### src/rtl/alu_sequencer_if.sv
// Signal bundle between the ALU sequencer and its surroundings: instruction handshake,
// ALU stimulus and response, retire/flag outputs and the register-file debug port.
interface alu_sequencer_if #(
  parameter int WIDTH = 4
);
  logic             instrValid;
  logic             instrReady;
  logic [11:0]      instr;
  logic [WIDTH-1:0] aluA;
  logic [WIDTH-1:0] aluB;
  logic [2:0]       aluOpcode;
  logic [WIDTH-1:0] aluResult;
  logic             aluZero;
  logic             aluOverflow;
  logic             doneValid;
  logic [WIDTH-1:0] doneData;
  logic             zeroFlag;
  logic             overflowFlag;
  logic [1:0]       dbgAddr;
  logic [WIDTH-1:0] dbgData;

  modport master (
    input  instrValid, instr, aluResult, aluZero, aluOverflow, dbgAddr,
    output instrReady, aluA, aluB, aluOpcode, doneValid, doneData,
           zeroFlag, overflowFlag, dbgData
  );

  modport slave (
    output instrValid, instr, aluResult, aluZero, aluOverflow, dbgAddr,
    input  instrReady, aluA, aluB, aluOpcode, doneValid, doneData,
           zeroFlag, overflowFlag, dbgData
  );
endinterface

### src/rtl/alu_sequencer.sv
// Runs one instruction every 3 cycles (accept, EXEC, DONE); doneValid 2 cycles after accept.
// instrReady is high only in IDLE; offers made while it is low are ignored, nothing is buffered.
module alu_sequencer #(
  parameter int WIDTH = 4,
  parameter int NREGS = 4
) (
  input  logic             clk,
  input  logic             reset,
  alu_sequencer_if.master  bus
);

  typedef enum logic [1:0] {
    S_IDLE = 2'd0,
    S_EXEC = 2'd1,
    S_DONE = 2'd2
  } state_t;

  state_t           r_state;
  state_t           w_next_state;

  logic [WIDTH-1:0] r_regs [NREGS];
  logic             r_is_load;
  logic [1:0]       r_rd;
  logic [WIDTH-1:0] r_imm;
  logic [WIDTH-1:0] r_alu_a;
  logic [WIDTH-1:0] r_alu_b;
  logic [2:0]       r_alu_opcode;
  logic [WIDTH-1:0] r_done_data;
  logic             r_zero_flag;
  logic             r_overflow_flag;

  logic             w_accept;
  logic             w_instr_ready;
  logic             w_done_valid;

  always_ff @(posedge clk or posedge reset) begin
    if (reset) begin
      r_state <= S_IDLE;
    end else begin
      r_state <= w_next_state;
    end
  end

  always_comb begin
    w_next_state = S_IDLE;
    case (r_state)
      S_IDLE:  w_next_state = bus.instrValid ? S_EXEC : S_IDLE;
      S_EXEC:  w_next_state = S_DONE;
      S_DONE:  w_next_state = S_IDLE;
      default: w_next_state = S_IDLE;
    endcase
  end

  // Ready is forced low while reset is held so every output reads zero during reset.
  always_comb begin
    w_instr_ready = 1'b0;
    w_done_valid  = 1'b0;
    case (r_state)
      S_IDLE:  w_instr_ready = ~reset;
      S_DONE:  w_done_valid  = 1'b1;
      default: ;
    endcase
  end

  assign w_accept = (r_state == S_IDLE) && bus.instrValid;

  always_ff @(posedge clk or posedge reset) begin
    if (reset) begin
      for (int i = 0; i < NREGS; i++) begin
        r_regs[i] <= '0;
      end
      r_is_load       <= 1'b0;
      r_rd            <= '0;
      r_imm           <= '0;
      r_alu_a         <= '0;
      r_alu_b         <= '0;
      r_alu_opcode    <= '0;
      r_done_data     <= '0;
      r_zero_flag     <= 1'b0;
      r_overflow_flag <= 1'b0;
    end else begin
      if (w_accept) begin
        r_is_load <= bus.instr[11];
        r_rd      <= bus.instr[7:6];
        r_imm     <= WIDTH'(bus.instr[3:0]);
        // Operands are sampled here, before any writeback, so rs==rd reads the old value.
        if (!bus.instr[11]) begin
          r_alu_a      <= r_regs[bus.instr[5:4]];
          r_alu_b      <= r_regs[bus.instr[3:2]];
          r_alu_opcode <= bus.instr[10:8];
        end
      end
      if (r_state == S_EXEC) begin
        if (r_is_load) begin
          r_regs[r_rd] <= r_imm;
          r_done_data  <= r_imm;
        end else begin
          r_regs[r_rd]    <= bus.aluResult;
          r_done_data     <= bus.aluResult;
          r_zero_flag     <= bus.aluZero;
          r_overflow_flag <= bus.aluOverflow;
        end
      end
    end
  end

  assign bus.instrReady   = w_instr_ready;
  assign bus.doneValid    = w_done_valid;
  assign bus.aluA         = r_alu_a;
  assign bus.aluB         = r_alu_b;
  assign bus.aluOpcode    = r_alu_opcode;
  assign bus.doneData     = r_done_data;
  assign bus.zeroFlag     = r_zero_flag;
  assign bus.overflowFlag = r_overflow_flag;
  assign bus.dbgData      = r_regs[bus.dbgAddr];

endmodule

### src/flat_wrapper.sv
// flat-port wrapper written by rule: the top's interface ports become plain ports
module alu_sequencer_flat 
#(
  parameter int WIDTH = 4,
  parameter int NREGS = 4
)
  (clk, reset, bus_instrValid, bus_instr, bus_aluResult, bus_aluZero, bus_aluOverflow, bus_dbgAddr, bus_instrReady, bus_aluA, bus_aluB, bus_aluOpcode, bus_doneValid, bus_doneData, bus_zeroFlag, bus_overflowFlag, bus_dbgData);
  alu_sequencer_if #(.WIDTH(WIDTH)) bus_i ();
  input  logic clk;
  input  logic reset;
  input wire logic [$bits(bus_i.instrValid)-1:0] bus_instrValid;
  input wire logic [$bits(bus_i.instr)-1:0] bus_instr;
  input wire logic [$bits(bus_i.aluResult)-1:0] bus_aluResult;
  input wire logic [$bits(bus_i.aluZero)-1:0] bus_aluZero;
  input wire logic [$bits(bus_i.aluOverflow)-1:0] bus_aluOverflow;
  input wire logic [$bits(bus_i.dbgAddr)-1:0] bus_dbgAddr;
  output wire logic [$bits(bus_i.instrReady)-1:0] bus_instrReady;
  output wire logic [$bits(bus_i.aluA)-1:0] bus_aluA;
  output wire logic [$bits(bus_i.aluB)-1:0] bus_aluB;
  output wire logic [$bits(bus_i.aluOpcode)-1:0] bus_aluOpcode;
  output wire logic [$bits(bus_i.doneValid)-1:0] bus_doneValid;
  output wire logic [$bits(bus_i.doneData)-1:0] bus_doneData;
  output wire logic [$bits(bus_i.zeroFlag)-1:0] bus_zeroFlag;
  output wire logic [$bits(bus_i.overflowFlag)-1:0] bus_overflowFlag;
  output wire logic [$bits(bus_i.dbgData)-1:0] bus_dbgData;
  assign bus_i.instrValid = bus_instrValid;
  assign bus_i.instr = bus_instr;
  assign bus_i.aluResult = bus_aluResult;
  assign bus_i.aluZero = bus_aluZero;
  assign bus_i.aluOverflow = bus_aluOverflow;
  assign bus_i.dbgAddr = bus_dbgAddr;
  assign bus_instrReady = bus_i.instrReady;
  assign bus_aluA = bus_i.aluA;
  assign bus_aluB = bus_i.aluB;
  assign bus_aluOpcode = bus_i.aluOpcode;
  assign bus_doneValid = bus_i.doneValid;
  assign bus_doneData = bus_i.doneData;
  assign bus_zeroFlag = bus_i.zeroFlag;
  assign bus_overflowFlag = bus_i.overflowFlag;
  assign bus_dbgData = bus_i.dbgData;
  alu_sequencer #(.WIDTH(WIDTH), .NREGS(NREGS)) u_core (.clk(clk), .reset(reset), .bus(bus_i));
endmodule
### config.mk
export PLATFORM = sky130hd
export DESIGN_NAME = alu_sequencer_flat
export DESIGN_NICKNAME = d
export VERILOG_FILES = /design/src/rtl/alu_sequencer_if.sv /design/src/rtl/alu_sequencer.sv /design/src/flat_wrapper.sv
export SDC_FILE = /design/constraint.sdc
export NUM_CORES = 1
export LEC_CHECK = 0
export ABC_AREA = 1
export CAP_MARGIN = 20
export CORE_AREA = 4 4 78 80
export CTS_CLUSTER_SIZE = 16
export DETAILED_ROUTE_END_ITERATION = 6
export DIE_AREA = 0 0 82 84
export PLACE_DENSITY = 0.66
export SYNTH_ARGS = -nofsm -noshare
export SYNTH_HDL_FRONTEND = slang
export SYNTH_SLANG_ARGS = --single-unit
### constraint.sdc
create_clock -name clk -period 1.2 [get_ports clk]
set_input_delay 0.18 -clock clk [delete_from_list [all_inputs] [get_ports clk]]
set_output_delay 0.18 -clock clk [all_outputs]
set_load 0.05 [all_outputs]
* Word-level counts from Yosys, hierarchy flattened
Index checks and enable logic that the tools add are counted. Widths: inputs -> output; s select.
Word-level totals: word-level logic and storage cells 52, output and inout bits 23, input port bits 23, bits in registers 42
Operators by class: eq/ne operators 2, bitwise gates (word level) 7, multiplexer cells 19, reductions and logical operators 5, order comparisons 5
Operators by type and width (number):
- $bwmux 16 | 2
- $mux 4 | 8
- $bmux 4 s2 | 3
- $mux 16 | 1
- $ge 3x3->1 const B | 4
- $not 2->3 | 4
- $demux 4 s2 | 1
- $pmux 2 s2 | 1
- $reduce_and 2->1 | 2
- $lt 3x1->1 const B | 1
- $mux 1 | 3
- $not 1->1 | 3
- $eq 2x1->1 const B | 1
- $eq 2x2->1 const B | 1
- $logic_and 1x1->1 | 2
- $logic_not 2->1 | 1

* Longest topological paths before layout
depth in word-level cells 7, depth in mapped cells 7, depth with buffers taken out 6

* Least setup slack after synthesis
Ideal clock, no wire load.
kind register to output, from reg u_core.r_state[1], to out bus_instrReady, buffers on the path 0, data required time 1020 ps, cell stages (with the launch flop) 2, setup slack -490 ps, arrival 1510 ps, path through dfrtp_1 nor3_1
Between the ends: longest elaborated chain between the ends 2
RTL lines:
- start, declared | RTL line alu_sequencer.sv:18 | state_t r_state;
- start signal, assigned | RTL line alu_sequencer.sv:40 | r_state <= w_next_state;
- $logic_not 2->1 | RTL line alu_sequencer.sv:58 | case (r_state)
- $mux 1 | RTL line alu_sequencer.sv:58
- end, declared | RTL line flat_wrapper.sv:17 | output wire logic [$bits(bus_i.instrReady)-1:0] bus_instrReady;
Every way passes these cells.

* Final worst setup path
from reg u_core.r_regs[11] (netlist name), to out bus_dbgData[3]
Between the ends: longest elaborated chain between the ends 3
RTL lines:
- start, declared | RTL line alu_sequencer.sv:21 | logic [WIDTH-1:0] r_regs [NREGS];
- start signal, assigned by index | RTL line alu_sequencer.sv:95 | r_regs[r_rd] <= r_imm;
- start signal, assigned by index | RTL line alu_sequencer.sv:98 | r_regs[r_rd] <= bus.aluResult;
- $bmux 4 s2 | RTL line alu_sequencer.sv:115 | assign bus.dbgData = r_regs[bus.dbgAddr];
- $mux 4 (implied by the code) (2 in a row) | RTL line alu_sequencer.sv:115
- end, declared | RTL line flat_wrapper.sv:25 | output wire logic [$bits(bus_i.dbgData)-1:0] bus_dbgData;
Every way passes these cells. The select of a mux whose other input is x is not followed.

==> impl_metrics.tcl <==
set metrics [dict create \
    row_count 27 \
    n_fill_cell 474 \
    drc 0 \
    total_power_mw 7.64 \
    place_congestion 0.907 \
    syn-num-nets 298 \
    grtUsageMet2 0.275 \
    multi_input_area_um2 950 \
    maxSlewViolCount 0 \
    worst_slack_ns -0.151 \
    whs_ns 0.304 \
    crit_family "flip-flops" \
    worstHoldPathType "input port to async pin" \
    met3_usage 0.0389 \
    synth_compound_area_frac 0.0953 \
    crit_path_end_kind "output port" \
    die_x_um 82 \
    syn_avg_cell_area_um2 7.64 \
    clockBufferDepth 2 \
    insertion_delay_ns 0.30 \
    chipHeight_um 84 \
    netlist_top_cells_area "dfrtp_1, nand2_1, o21ai_0, nand3_1, inv_1" \
    setup_violations 16 \
    synth_area_um2 2100 \
    p_per_area_nw_per_um2 2320 \
    final_area_um2 3290 \
    worst-endpoint-arrival_ns 1.17 \
    cts_hold_buf 0 \
    vias 1996 \
    wl_per_cell_um 12.8 \
    leakagePower_nw 1.62 \
    critPathBufInv 2 \
    violations "negative setup slack" \
    cts.sinks 42 \
    ys_dominant_reg_cell "dfrtp_1" \
    top_usage_layer "met2" \
    port_buffers 45 \
    seq_area_um2 1050 \
    final_nets 378 \
    antenna_left 0 \
    routed_via_density 4.66 \
    synth_common_cells "nand2_1, dfrtp_1, inv_1" \
    cts_made_buffers 5 \
    grt_max_degree 43 \
    finalHoldViolations 0 \
    synth_top_area_frac 0.500 \
    hpwlAfterDp_um 4080 \
    initial_utilization 0.389 \
    num_io_pins 46 \
    synth_area_leader_cell "dfrtp_1" \
    grt_remaining_overflow 0 \
    drive_gt1_frac 0.298 \
    setup-tns-final_ns -0.884 \
    yosysMostFrequentCell "nand2_1" \
    syn2layout_area_growth_pct 56.7 \
    rsz0062_at_grt "true" \
    cts_tree "built" \
    htree_levels 2 \
    muxShareOfSynthArea 0 \
    ys_seq_elements 42 \
    synth_edf_count 0 \
    place_area_um2 3000 \
    synthCells 275 \
    synth-simple-area-share 0.325 \
    finalCritPeriodShare 1.13 \
    insertedDiodeCount 0 \
    yosys_warnings 0 \
    grt_pass1_wl_um 9160 \
    ir_drop_mv 1.49 \
    start_kind "register" \
    synthDistinctLibCells 20 \
    firstDrtPassIters 4 \
    synthXorXnorAreaFrac 0 \
    cts_root_buffer "clkbuf_8" \
    cp_slowest_stage_delay_ns 0.34 \
    synth_adder_area_share 0 \
    grt_pass1_vias 1987 \
    antenna_found_initial 0 \
    fin_skew_ns 0.00847 \
    yosysSeqAreaShare 0.500 \
    crit_type "register to output port" \
    die_area_um2 6890 \
    synth-async-reset-ratio 1.00 \
    grt_usage 0.171 \
    critPathRequiredTime_ns 1.02 \
    worstMarginPinSlew_ns 0.279 \
    crit_slowest_cell "dfrtp_1" \
    drt-initial-drc-count 120 \
    relSlewSlack 0.814 \
    status "complete, but fails checks" \
    cap_viol_max_count 0 \
    crit_chain "inv_2 -> a21oi_1 -> o21ai_1 -> nand2_1 -> buf_12" \
    cp_max_fo 2 \
    wl_um 5460 \
    fin_crit_ns 1.35 \
    synth_top_family_by_area "simple AND/OR/NAND/NOR gates" \
    fmax_ghz 0.740 \
    clk_pin_slew_ns 0.09 \
    grtUsageMet1 0.222 \
    core_area_um2 5410 \
]
## metal layers
layer  routed length, µm  vias to the layer above
li1                    -                     1022
met1                2360                      928
met2                2800                       34
met3                 190                       12
met4                 116                        0
met5                   0                        -
## stage by stage
step	setup WS, ns	instances	util
final	-0.151	428	0.609
after global routing	-0.246	428	0.609
after CTS	-0.146	419	0.581
after detailed placement	-0.219	406	0.555
after global placement	-0.223	406	0.555
after floorplan	-0.0646	275	-
## area by class of cell
| type | count | share of cell area |
|---|---|---|
| clock inverter | 3 | 0.00722 |
| tap | 72 | 0.0274 |
| timing repair buffer | 81 | 0.301 |
| sequential | 42 | 0.320 |
| multi-input combinational | 196 | 0.288 |
| inverter | 29 | 0.0353 |
| clock buffer | 5 | 0.0209 |
## final timing paths
kind                                   start                      end  slack, ns  cells after the start
min in group clk                bus_instr[8]  u_core.bus.aluOpcode[0]       0.42                      3
setup / recovery           u_core.r_regs[11]           bus_dbgData[3]      -0.15                      5
setup reg to reg           u_core.r_state[1]         u_core.r_regs[6]      -0.06                      5
max in group asynchronous              reset        u_core.r_state[0]       0.69                      3
hold reg to reg              u_core.r_imm[3]          u_core.r_imm[3]       0.50                      2
hold / removal                         reset   u_core.bus.doneData[2]       0.30                      3
## placed cells by master (no fill, tap or decap), types with 2 or more instances in the layout
| cell | count |
|---|---|
| clkinvlp_4 | 2 |
| a31oi_1 | 4 |
| nor2_4 | 9 |
| dlygate4sd2_1 | 2 |
| inv_1 | 15 |
| buf_6 | 6 |
| nand3_1 | 18 |
| a21oi_1 | 4 |
| dfrtp_1 | 41 |
| inv_2 | 10 |
| o211ai_1 | 4 |
| buf_12 | 24 |
| clkdlybuf4s50_1 | 20 |
| buf_4 | 28 |
| clkbuf_8 | 5 |
| nand2_1 | 116 |
| o21ai_1 | 11 |
| nor2_1 | 2 |
| inv_4 | 3 |
| nand2_2 | 11 |
| o21ai_0 | 12 |
## power by group
part / total (mW) / internal, mW / switching [mW] / leakage [nW]
logic: 4.29 / 2.00 / 2.29 / 1.06
registers: 2.43 / 1.96 / 0.466 / 0.517
clock network: 0.919 / 0.415 / 0.504 / 0.0408
total: 7.64 / 4.37 / 3.27 / 1.62
## registers in the layout, summed over array words and instances (netlist names)
name	count
u_core.bus.doneData	4
u_core.r_is_load	1
u_core.bus.aluA	4
u_core.r_imm	4
u_core.bus.aluOpcode	3
u_core.bus.aluB	4
u_core.bus.zeroFlag	1
u_core.r_state	2
u_core.r_regs	16
u_core.bus.overflowFlag	1
u_core.r_rd	2
## cell families after synthesis
| group | after synthesis |
|---|---|
| flip-flops | 42 |
| AND/OR/NAND/NOR | 159 |
| AO/OA/AOI/OAI | 37 |
| buffers and inverters | 37 |
## worst register-to-register path, cell delays in order (launching register included)
cell and delay (ns):
dfrtp_1 0.43, buf_6 0.14, nor2_4 0.14, inv_4 0.08, nor2_4 0.23, o21ai_0 0.12
## repair_timing
item	4_1_cts	5_1_grt
gates resized for setup	13	38
hold endpoints to repair	0	0
pin swaps	4	17
gates cloned	0	1
buffers inserted	5	8
endpoints found under the setup margin	6	37
No activity file was read; power rests on OpenSTA's default activity.
